**src/rtl/lives_ctl.sv**
```systemverilog
// lives_ctl: registers the collision level, takes one life per hit, then runs a blinking invincibility window.
// Latency: collision sampled at edge k, hit/lives/state update at edge k+1; no backpressure, all outputs registered.
module lives_ctl #(
    parameter int LIVES_INIT   = 3,
    parameter int INV_FRAMES   = 120,
    parameter int BLINK_FRAMES = 8
) (
    input  logic       pclk,
    input  logic       rst,
    input  logic       collision,
    input  logic       frame_tick,
    input  logic       restart,
    output logic [1:0] lives,
    output logic       hit,
    output logic       invincible,
    output logic       yoshi_vis,
    output logic       game_over
);

    localparam logic [1:0] LIVES_LD = LIVES_INIT[1:0];
    localparam logic [7:0] INV_LD   = INV_FRAMES[7:0];
    localparam logic [7:0] BLINK_LD = BLINK_FRAMES[7:0];

    typedef enum logic [1:0] {
        ALIVE     = 2'd0,
        INVINC    = 2'd1,
        GAME_OVER = 2'd2
    } state_t;

    state_t     state;
    logic       col_q;
    logic [7:0] inv_cnt;
    logic [7:0] blink_cnt;

    always_ff @(posedge pclk) begin
        if (rst) begin
            state      <= ALIVE;
            col_q      <= 1'b0;
            lives      <= LIVES_LD;
            hit        <= 1'b0;
            invincible <= 1'b0;
            yoshi_vis  <= 1'b1;
            game_over  <= 1'b0;
            inv_cnt    <= 8'd0;
            blink_cnt  <= 8'd0;
        end else begin
            // The raw level may glitch; only the registered copy drives decisions.
            col_q <= collision;
            hit   <= 1'b0;
            if (restart) begin
                state      <= ALIVE;
                lives      <= LIVES_LD;
                invincible <= 1'b0;
                yoshi_vis  <= 1'b1;
                game_over  <= 1'b0;
                inv_cnt    <= 8'd0;
                blink_cnt  <= 8'd0;
            end else begin
                case (state)
                    ALIVE: begin
                        if (col_q && lives != 2'd0) begin
                            hit   <= 1'b1;
                            lives <= lives - 2'd1;
                            if (lives == 2'd1) begin
                                state     <= GAME_OVER;
                                game_over <= 1'b1;
                                yoshi_vis <= 1'b1;
                            end else begin
                                state      <= INVINC;
                                invincible <= 1'b1;
                                inv_cnt    <= INV_LD;
                                blink_cnt  <= BLINK_LD;
                            end
                        end
                    end
                    INVINC: begin
                        if (frame_tick) begin
                            if (inv_cnt == 8'd1) begin
                                state      <= ALIVE;
                                invincible <= 1'b0;
                                yoshi_vis  <= 1'b1;
                                inv_cnt    <= 8'd0;
                                blink_cnt  <= 8'd0;
                            end else begin
                                inv_cnt <= inv_cnt - 8'd1;
                                if (blink_cnt == 8'd1) begin
                                    blink_cnt <= BLINK_LD;
                                    yoshi_vis <= ~yoshi_vis;
                                end else begin
                                    blink_cnt <= blink_cnt - 8'd1;
                                end
                            end
                        end
                    end
                    GAME_OVER: begin
                        game_over <= 1'b1;
                        yoshi_vis <= 1'b1;
                    end
                    default: begin
                        state <= ALIVE;
                    end
                endcase
            end
        end
    end

endmodule

```
**config.mk**
```make
export PLATFORM = sky130hd
export DESIGN_NAME = lives_ctl
export DESIGN_NICKNAME = d
export VERILOG_FILES = /design/src/rtl/lives_ctl.sv
export SDC_FILE = /design/constraint.sdc
export NUM_CORES = 1
export LEC_CHECK = 0
export BUFFER_PORTS_ARGS = -buffer_cell sky130_fd_sc_hd__buf_2
export CAP_MARGIN = 40
export CORE_UTILIZATION = 55
export DETAILED_ROUTE_END_ITERATION = 16
export PLACE_DENSITY = 0.76
export SETUP_SLACK_MARGIN = 0.1
export SYNTH_ARGS = -nofsm -noshare
export SYNTH_HDL_FRONTEND = slang
export SYNTH_SLANG_ARGS = --single-unit
```
**constraint.sdc**
```tcl
create_clock -name pclk -period 2 [get_ports pclk]
set_input_delay 0.1 -clock pclk [delete_from_list [all_inputs] [get_ports pclk]]
set_output_delay 0.1 -clock pclk [all_outputs]
set_load 0.02 [all_outputs]
```
== Yosys cells after proc, flatten, opt, wreduce, memory -nomap -nowiden ==
Cells that the tools add are included.
Cells by class
  $add $sub $neg: 3
  eq/ne operators: 11
  muxes and demuxes: 29
  bitwise gates (word level): 3
  reductions and logical operators: 14
Operators with widths (count)
  $mux W8: 9
  $pmux W8 S2: 2
  $eq A8 B1 Y1 const B: 2
  $sub A8 B1 Y8 const B: 2
  $mux W1: 10
  $ne A2 B2 Y1 const B: 5
  $reduce_and A5 Y1: 2
  $mux W2: 4
  $reduce_and A4 Y1: 2
  $pmux W2 S3: 1
  $reduce_bool A2 Y1: 3
  $eq A2 B1 Y1 const B: 2
  $pmux W1 S2: 2
  $ne A3 B3 Y1 const B: 1
  $not A1 Y1: 3
  $pmux W1 S3: 1
  $reduce_and A3 Y1: 1
  $reduce_bool A3 Y1: 1
  $reduce_or A3 Y1: 1
  $eq A2 B2 Y1 const B: 1
  $logic_not A2 Y1: 1
  $reduce_and A2 Y1: 1
  $reduce_or A2 Y1: 1
  $sub A2 B1 Y2 const B: 1
  $logic_and A1 B1 Y1: 1
Word-level totals
  register bits: 25
  output and inout bits: 6

== Depth between registers and ports, before layout ==
Gate-level depths: netlist of run 1.
  word-level depth: 5
  depth in mapped cells: 7

== Worst setup path after synthesis of run 1 ==
OpenSTA, ideal clock, no wires.
  path type: flip-flop to flip-flop
  start: reg lives[0]
  end: reg inv_cnt[7]
  library setup time: 0.114 ns
  arrival: 1.852 ns
  required time: 1.886 ns
  setup slack: 0.034 ns
  cell stages (with the launch flop): 7
  buffers on the path: 0
  cell sequence: dfxtp_1 inv_1 ha_1 or4b_4 a2111oi_4 mux2i_1 nor2_1
On the way
  cells in the longest elaborated chain, start to end: 4
  elaborated cells between the ends (all ways): 6
  those cells by class: eq/ne (3); reduce/logical (3)
Ends and longest elaborated chain
  start, declared: RTL line 13  | output logic [1:0] lives,
  start signal, assigned: RTL line 63  | lives <= lives - 2'd1;
  $reduce_bool A2 Y1: RTL line 61  | if (col_q && lives != 2'd0) begin
  $logic_and A1 B1 Y1: RTL line 61
  $ne A2 B2 Y1 (no line)
  $reduce_and A4 Y1 (no line) (*)
  end signal, assigned: RTL line 85  | inv_cnt <= inv_cnt - 8'd1;
  end, declared: RTL line 32  | logic [7:0] inv_cnt;
Every way passes the cells marked *; elsewhere a longest branch is shown, timed or not.
A chain may end at the register's enable or synchronous reset.

== Worst setup path after layout of run 1 ==
Ends and elaborated chain as after synthesis.

==> summary by stage, run 1 <==
Outcome
The run finished with clean final reports.

Cells and area
The layout filler cell count is 193. The area added between synthesis and finish is 15.5%. The net count of the finished layout is 195. Registers take 503 µm². The post-route netlist has 20.8% of its cells at a drive strength greater than 1. Measured on the finished design, the core utilization comes to 68.9%. Summing all multi-input logic gate instances after layout gives 807 µm². The final antenna diode count is 0. Once layout is complete, the cells apart from fillers number 211.

Clock network
The clock root buffer master is clkbuf_4. The CTS tree is yes. The number of levels the H-tree was split into is 1. After clock tree synthesis, the clock-pin slew on the worst setup and hold paths is 0.13 ns. The worst-case clock buffer depth is 2. CTS saw 25 sinks. In this run, CTS created clock tree buffers numbering 3. For the worst-skew pair, the clock arrives at the later sink with an insertion delay of 0.32 ns.

STA
For the final routed database, the setup TNS stands at 0 ns. The max-slew violation count is 0. For the pin with the worst max-slew slack, the measured transition is 0.532 ns. The relative max-transition margin is 64.2%. The worst path needs 1.90 ns of the cycle, external delays included. The count of final setup violators is 0. After layout, the worst path uses 95.0% of the clock period. Static timing analysis puts the maximum clock frequency at 0.527 GHz. The hold violation count in the final report came to 0. The final clock skew is 0.00407 ns.

Setup repair after global routing could not meet its margin everywhere.

Synth
The flip-flop and latch count after synthesis is 25. Summed over its instances, the top area cell type makes up 37.2% of the synthesized netlist area. Yosys attributes the largest share of cell area to dfxtp_1 37%, a21oi_1 6.0%, ha_1 5.6%.

Sequential cells were found to cover 37.2% of the synthesized design area. In the synthesized netlist the dominant register cell turns out to be dfxtp_1. The number of nets in the synthesized netlist is 174. In this run the cell area of the synthesized design comes to 0.00135 mm². The number of enable-type register cells in the synthesized netlist is 0. Synthesis handed over a netlist of 163 instances. Counting flops with an async set or reset pin after synthesis yields a share of 0%.

The mean area per synthesized cell is 8.25 µm². During synthesis, Yosys emitted a total of 0 warnings. The count of unique library cells instantiated by Yosys is 40.

The biggest area contributor in the post-synthesis netlist is dfxtp_1.

Power
Net switching is 26.3% of the power. Across the VDD grid, the largest voltage drop is 446 µV. Cell internal power was estimated by the tool at 0.649 mW. The static leakage is 0.620 nW. Combinational logic is responsible for 15.1% of the overall power. The clock share of power is 25.5%. The total power per unit cell area is 566 mW/mm². The sequential share of power is 59.4%. Summed over all nets, the switching power comes to 0.232 mW.

Die
The core region is 0.00225 mm². The die extent in x is 51.5 µm. The floorplan step set the die height to 51.5 µm. The floorplan has 17 rows. The number of placed I/O pins is 11. The die outline area is 0.00265 mm². The effective utilization at floorplan is 59.7%.

Routing
In the final routed layout, each cell accounts on average for 14.0 µm. The routed via count is 1251. The number of optimization iterations in the first detailed-route pass is 4. The count of nets left with antenna violations once routing finished came out at 0. The violation count after the first detailed-route iteration is 30. The total wire length after detailed routing is 2960 µm. The detailed-route DRC error count is 0.

Using the TritonRoute via totals, the vias-per-cell ratio works out to 5.93.

Worst setup path
The element type at the critical path start is a register. The critical path runs through a total of 6 cells. Measured in cells, the most critical reg-to-reg path has a length of 6. The cell family contributing the most delay on the critical path is simple AND/OR/NAND/NOR gates.

Walking the worst path, the cells encountered are inv_2 > ha_4 > or4b_4 > a2111oi_4 > mux2i_1 > nor2_1. Along the worst path, the maximum fanout reaches 3. The worst stage delay on the critical path is 0.57 ns.

Data on the critical path arrives at its endpoint at 2.13 ns. Counting both buffers and inverters, the worst setup path holds a total of 1. Among all stages on the critical path, the largest delay is contributed by or4b_4. The type of the worst setup path is reg2reg. The kind of end point of the critical path is a register. The critical path data required time is 2.23 ns.

Global routing
Entering global routing, the biggest net connects 14 pins. The global router's overall resource usage is 24.2%. The total global routing overflow is 0. The via count of the first global-routing pass is 1110. The initial antenna violation count is 0.

The first global-routing pass estimated 4680 µm of wire.

Job
The total of max-cap violations is 0.

Placement
The total half-perimeter wirelength after legalization and detailed placement is 2080 µm. In this run the tool buffered the top-level ports with 10 buffer cells. Including well taps, the total number of placed cells is 203. Routability-driven placement finished with a final weighted congestion of 0.829.

Hold path
The worst hold path belongs to the class in2reg. The worst hold path passes through 3 cells.
==> cells by family (layout without fill, tap and decap cells) <==
family                   Yosys count  count (layout)  synth area share [%]
AO/OA/AOI/OAI                     42              42                  20.8
XOR/XNOR                           2               2                  1.30
adder cells (fa/ha/maj)            6               6                  5.58
buffers and inverters             17              37                  5.40
flip-flops                        25              25                  37.2
multiplexers                       2               2                  1.49
AND/OR/NAND/NOR                   69              69                  28.2
==> routing by layer <==
| metal | global-route usage (%) | part of all wire [%] |
|---|---|---|
| met4 | 13.1 | 3.5 |
| met5 | 0 | 0 |
| met3 | 3.57 | 2.3 |
| met2 | 41.3 | 48 |
| met1 | 28.8 | 46 |
==> worst paths after layout <==
path	end	slack (ns)	from
setup / recovery	inv_cnt[7]	0.10	lives[0]
hold / removal	lives[0]	0.05	restart
setup reg to reg	inv_cnt[7]	0.10	lives[0]
hold reg to reg	invincible	0.49	invincible
==> cell type report <==
| type | instances | share of cell area, % |
|---|---|---|
| clock buffer | 4 | 1.69 |
| multi-input combinational | 121 | 51.9 |
| inverter | 13 | 3.14 |
| tap | 28 | 2.25 |
| sequential | 25 | 32.4 |
| timing repair buffer | 20 | 8.62 |
==> what timing repair did <==
item                                    CTS  global route
resized for setup                         0            11
buffers inserted                          0             2
endpoints found under the hold margin     1             0
endpoints found under the setup margin    0            16
hold buffers                              2             0
==> state kept, by name (all words and copies together), names as in the netlist <==
signal	cells
invincible	1
state	2
hit	1
lives	2
inv_cnt	8
col_q	1
yoshi_vis	1
game_over	1
blink_cnt	8
==> power groups by stage <==
stage	Clock, mW	Combinational, mW	Sequential, mW
floorplan	0	0.0876	0.533
global placement	0	0.117	0.532
finish	0.225	0.133	0.523
global route	0.258	0.145	0.525
CTS	0.236	0.122	0.522
detailed placement	0	0.119	0.533
==> stage by stage <==
| stage | hold WS, ns | power [mW] | setup slack (ns) | cell area (µm²) |
|---|---|---|---|---|
| final | 0.0499 | 0.880 | 0.101 | 1550 |
| after global routing | 0.0420 | 0.929 | 0.0410 | 1550 |
| after CTS | 0.0439 | 0.880 | 0.112 | 1500 |
| after detailed placement | 0.288 | 0.652 | 0.132 | 1450 |
| after global placement | 0.283 | 0.649 | 0.183 | 1450 |
| after floorplan | 0.172 | 0.621 | 0.126 | 1350 |
==> worst register-to-register path, stage by stage (launching register included) <==
cell	delay, ns
dfxtp_2	0.37
inv_2	0.06
ha_4	0.15
or4b_4	0.57
a2111oi_4	0.39
mux2i_1	0.22
nor2_1	0.05
==> layout by cell type (no fill, tap or decap), types with 2 or more instances in the layout <==
| cell type | instances |
|---|---|
| dfxtp_1 | 23 |
| nand2_1 | 15 |
| a21oi_1 | 14 |
| nor2_1 | 13 |
| inv_1 | 11 |
| buf_2 | 10 |
| nor3_1 | 9 |
| nand3_1 | 7 |
| buf_4 | 7 |
| a31oi_1 | 5 |
| o22ai_1 | 5 |
| o21ai_0 | 5 |
| nand3b_1 | 4 |
| ha_1 | 4 |
| nand2b_1 | 3 |
| clkbuf_4 | 3 |
| inv_2 | 2 |
| a21oi_2 | 2 |
| nor3b_1 | 2 |
| nand4_1 | 2 |
| or3_1 | 2 |
| and2_1 | 2 |
| mux2i_1 | 2 |
| o211ai_1 | 2 |
| a21o_1 | 2 |
| dlygate4sd3_1 | 2 |
| dfxtp_2 | 2 |
==> synth_stat cells, types with 2 or more instances <==
library cell  number
clkbuf_1           2
a21oi_1           16
nand4_1            2
o22ai_1            5
nand2b_1           3
ha_1               6
nor3b_1            3
a21o_1             3
nand3_1            7
nand3b_1           4
inv_1             13
o21ai_0            5
or3_1              2
nor2_1            13
and2_1             2
nor3_1             9
nand2_1           15
a31oi_1            5
dfxtp_1           25
o211ai_1           2
mux2i_1            2
No activity file was read; power rests on OpenSTA's default activity.
==> run 2: changes to the inputs <==
--- a/config.mk
+++ b/config.mk
@@ -6,9 +6,10 @@
 export NUM_CORES = 1
 export LEC_CHECK = 0
 export BUFFER_PORTS_ARGS = -buffer_cell sky130_fd_sc_hd__buf_2
-export CAP_MARGIN = 40
+export CAP_MARGIN = 20
 export CORE_UTILIZATION = 55
 export DETAILED_ROUTE_END_ITERATION = 16
+export MAX_ROUTING_LAYER = met4
 export PLACE_DENSITY = 0.76
 export SETUP_SLACK_MARGIN = 0.1
 export SYNTH_ARGS = -nofsm -noshare
==> run 2 against run 1 <==
Compared with the run above: combinational power about the same; wire length shrank 0.13%; critical path depth stayed put; clock power hardly changed; hold slack better by 0.0011 ns; largest cell class unchanged; largest power group unchanged.
==> summary by stage, run 2 (synthesis results as in run 1) <==
Worst setup path
The arrival time at the worst endpoint is 2.12 ns (about the same). The element type at the critical path start is a register. The cell family contributing the most delay on the critical path is simple AND/OR/NAND/NOR gates.

The kind of end point of the critical path is a register. The worst stage delay on the critical path is 0.57 ns (about the same). The critical path data required time is 2.23 ns (about the same). The startpoint identified for the worst register-to-register timing path is lives[0]. The critical path goes through inv_2 > ha_4 > or4b_4 > a2111oi_4 > mux2i_1 > nor2_1.

The number of buffers and inverters on the critical path is 1 (unchanged). The number of cells on the worst reg-to-reg path is 6 (unchanged). The type of the worst setup path is reg2reg. The capture point of the worst reg-to-reg path is inv_cnt[7]. The reg2reg setup slack is 0.10 ns (about the same).

The highest fanout seen on the critical path came to 3 (unchanged). For this design, the slowest cell found on the critical path is or4b_4.

Routing
The number of optimization iterations in the first detailed-route pass is 4 (unchanged). The number of nets with antenna violations after detailed routing is 0 (unchanged). The total wire length after detailed routing is 2960 µm (-0.13%). The per-cell routed wire length is 14.0 µm (-0.13%).

The mean number of vias per cell was 5.94 (+0.24%). The detailed-route DRC error count is 0 (unchanged). The violation count after the first detailed-route iteration is 30 (unchanged).

The routed via count is 1254 (+0.24%).

Cells and area
The final design utilization is 68.9% (unchanged). The proportion of layout cells with a drive suffix above 1 was 20.8% (unchanged). The library cells used most frequently in the layout, excluding fill and tap cells, are 23 x dfxtp_1, 15 x nand2_1, 14 x a21oi_1. The net total in the final layout was 195 (unchanged). The layout filler cell count is 193 (unchanged). The register area is 503 µm² (unchanged). The final cell area excluding filler cells is 0.00155 mm² (unchanged). The multi-input combinational cell area is 807 µm² (unchanged). The most frequent standard cell in the layout excluding fill and tap cells is dfxtp_1. In the final layout, the registers with the most flip-flops are blink_cnt x8, inv_cnt x8. The area added between synthesis and finish is 15.5% (unchanged).

The final antenna diode count was 0 (unchanged).

Power
The net switching fraction of the power is 26.3% (-0.028 points). The total power per unit cell area is 566 mW/mm² (about the same). The sequential share of power was 59.4% (about the same). The net switching power figure is 0.231 mW (-0.15%). The design internal power is 0.649 mW (about the same). The proportion of power drawn by combinational gates is 15.1% (about the same). The static leakage is 0.620 nW (unchanged). The worst IR drop on VDD was 447 µV (about the same). The overall power after layout was 0.880 mW (about the same). The clock share of power is 25.5% (about the same).

Die
The number of placed I/O pins is 11 (unchanged). The count of standard-cell rows came to 17 (unchanged). The die outline area is 0.00265 mm² (unchanged). The die extent in x is 51.5 µm (unchanged). The core region area came to 0.00225 mm² (unchanged). The effective utilization at floorplan was 59.7% (unchanged).

The die extent in y is 51.5 µm (unchanged).

STA
Setup repair after global routing could not meet its margin everywhere. The minimum clock period after layout was 1.90 ns (-0.000415 ns). The count of final setup violators is 0 (unchanged). The final clock skew was 0.00380 ns (-0.000273 ns). The final period utilization is 94.9% (about the same).

The relative max-transition margin is 64.2% (about the same). The final-layout setup total negative slack is 0 ns (unchanged). The upper clock frequency limit was 0.527 GHz (about the same). The hold violation count in the final report was 0 (unchanged).

The slew at the pin closest to its max-slew limit is 0.532 ns (+0.000103 ns). The max-slew violation count came to 0 (unchanged).

Hold path
The worst hold path begins at restart. The worst hold path stage count is 3 (unchanged). The worst hold path class is in2reg. The worst hold path terminates at lives[0].

Global routing
The global router's overall resource usage is 24.9% (+0.65 points). The total global routing overflow was 0 (unchanged). The via count of the first global-routing pass is 1110 (unchanged). The initial antenna violation count is 0 (unchanged). The pin count of the biggest net entering global routing came to 14 (unchanged). The wire length of the first global-routing pass came to 4680 µm (unchanged).

Clock network
The clock root buffer master is clkbuf_4. The source-to-sink clock delay at the later pin of the worst-skew pair is 0.32 ns (about the same). TritonCTS built the clock tree.

The number of levels the H-tree was split into is 1 (unchanged). The worst-case clock buffer depth is 2 (unchanged). The CTS buffer count is 3 (unchanged). The clock transition at the registers of the reported paths is 0.13 ns (about the same).

The number of clock sinks seen by CTS came to 25 (unchanged).

Placement
The total half-perimeter wirelength after legalization and detailed placement is 2080 µm (unchanged). The number of port buffers is 10 (unchanged). The routability congestion estimate is 0.841 (+1.5%). The placed standard-cell area came to 0.00145 mm² (unchanged).

Job
The total of max-cap violations is 0 (unchanged).

Outcome
The flow ran to the end, and the final reports show no timing, DRC or antenna violations.
[run 2: layout make-up]
| cell class | instances | area share, % |
|---|---|---|
| inverters | 13 | 3.14 |
| multi-input cells | 121 | 51.9 |
| flip-flops and latches | 25 | 32.4 |
| repair buffers | 20 | 8.62 |
| well taps | 28 | 2.25 |
| clock buffers | 4 | 1.69 |
[run 2: worst register-to-register path: stages (launching register included)]
cell	delay (ns)
dfxtp_2	0.37
inv_2	0.06
ha_4	0.15
or4b_4	0.57
a2111oi_4	0.39
mux2i_1	0.22
nor2_1	0.05
[run 2: stage by stage]
step / instances / hold WS (ns) / setup WS [ns]
floorplan: 163 / 0.172 / 0.126
global placement: 203 / 0.283 / 0.183
detailed placement: 203 / 0.288 / 0.132
CTS: 209 / 0.0439 / 0.112
global route: 211 / 0.0420 / 0.0410
finish: 211 / 0.0511 / 0.101
[run 2: worst max path at each step]
stage,startpoint,cells after the start,slack [ns],endpoint
2_1_floorplan,lives[0],6,0.13,inv_cnt[7]
3_3_place_gp,lives[1],6,0.18,yoshi_vis
3_5_place_dp,lives[1],6,0.13,yoshi_vis
4_1_cts,inv_cnt[1],7,0.11,blink_cnt[2]
5_1_grt,lives[1],6,0.04,inv_cnt[7]
6_report,lives[0],6,0.10,inv_cnt[7]
[run 2: power groups by stage]
stage / clock network (mW) / registers (mW) / logic [mW]
2_1_floorplan: 0 / 0.533 / 0.0876
3_3_place_gp: 0 / 0.532 / 0.117
3_5_place_dp: 0 / 0.533 / 0.119
4_1_cts: 0.236 / 0.522 / 0.122
5_1_grt: 0.258 / 0.525 / 0.145
6_report: 0.224 / 0.523 / 0.133
[run 2: timing repair]
action                                 4_1_cts  5_1_grt
endpoints found under the hold margin        1        0
hold buffers                                 2        0
setup buffers                                0        2
gates resized for setup                      0       11
setup endpoints to repair                    0       16
[run 2: routing by layer]
layer	global-route usage, %	part of all wire (%)	vias to the layer above
li1	-	-	628
met1	28.8	46	589
met2	41.3	48	26
met3	3.57	2.7	11
met4	13.1	3.4	0
met5	-	0	-
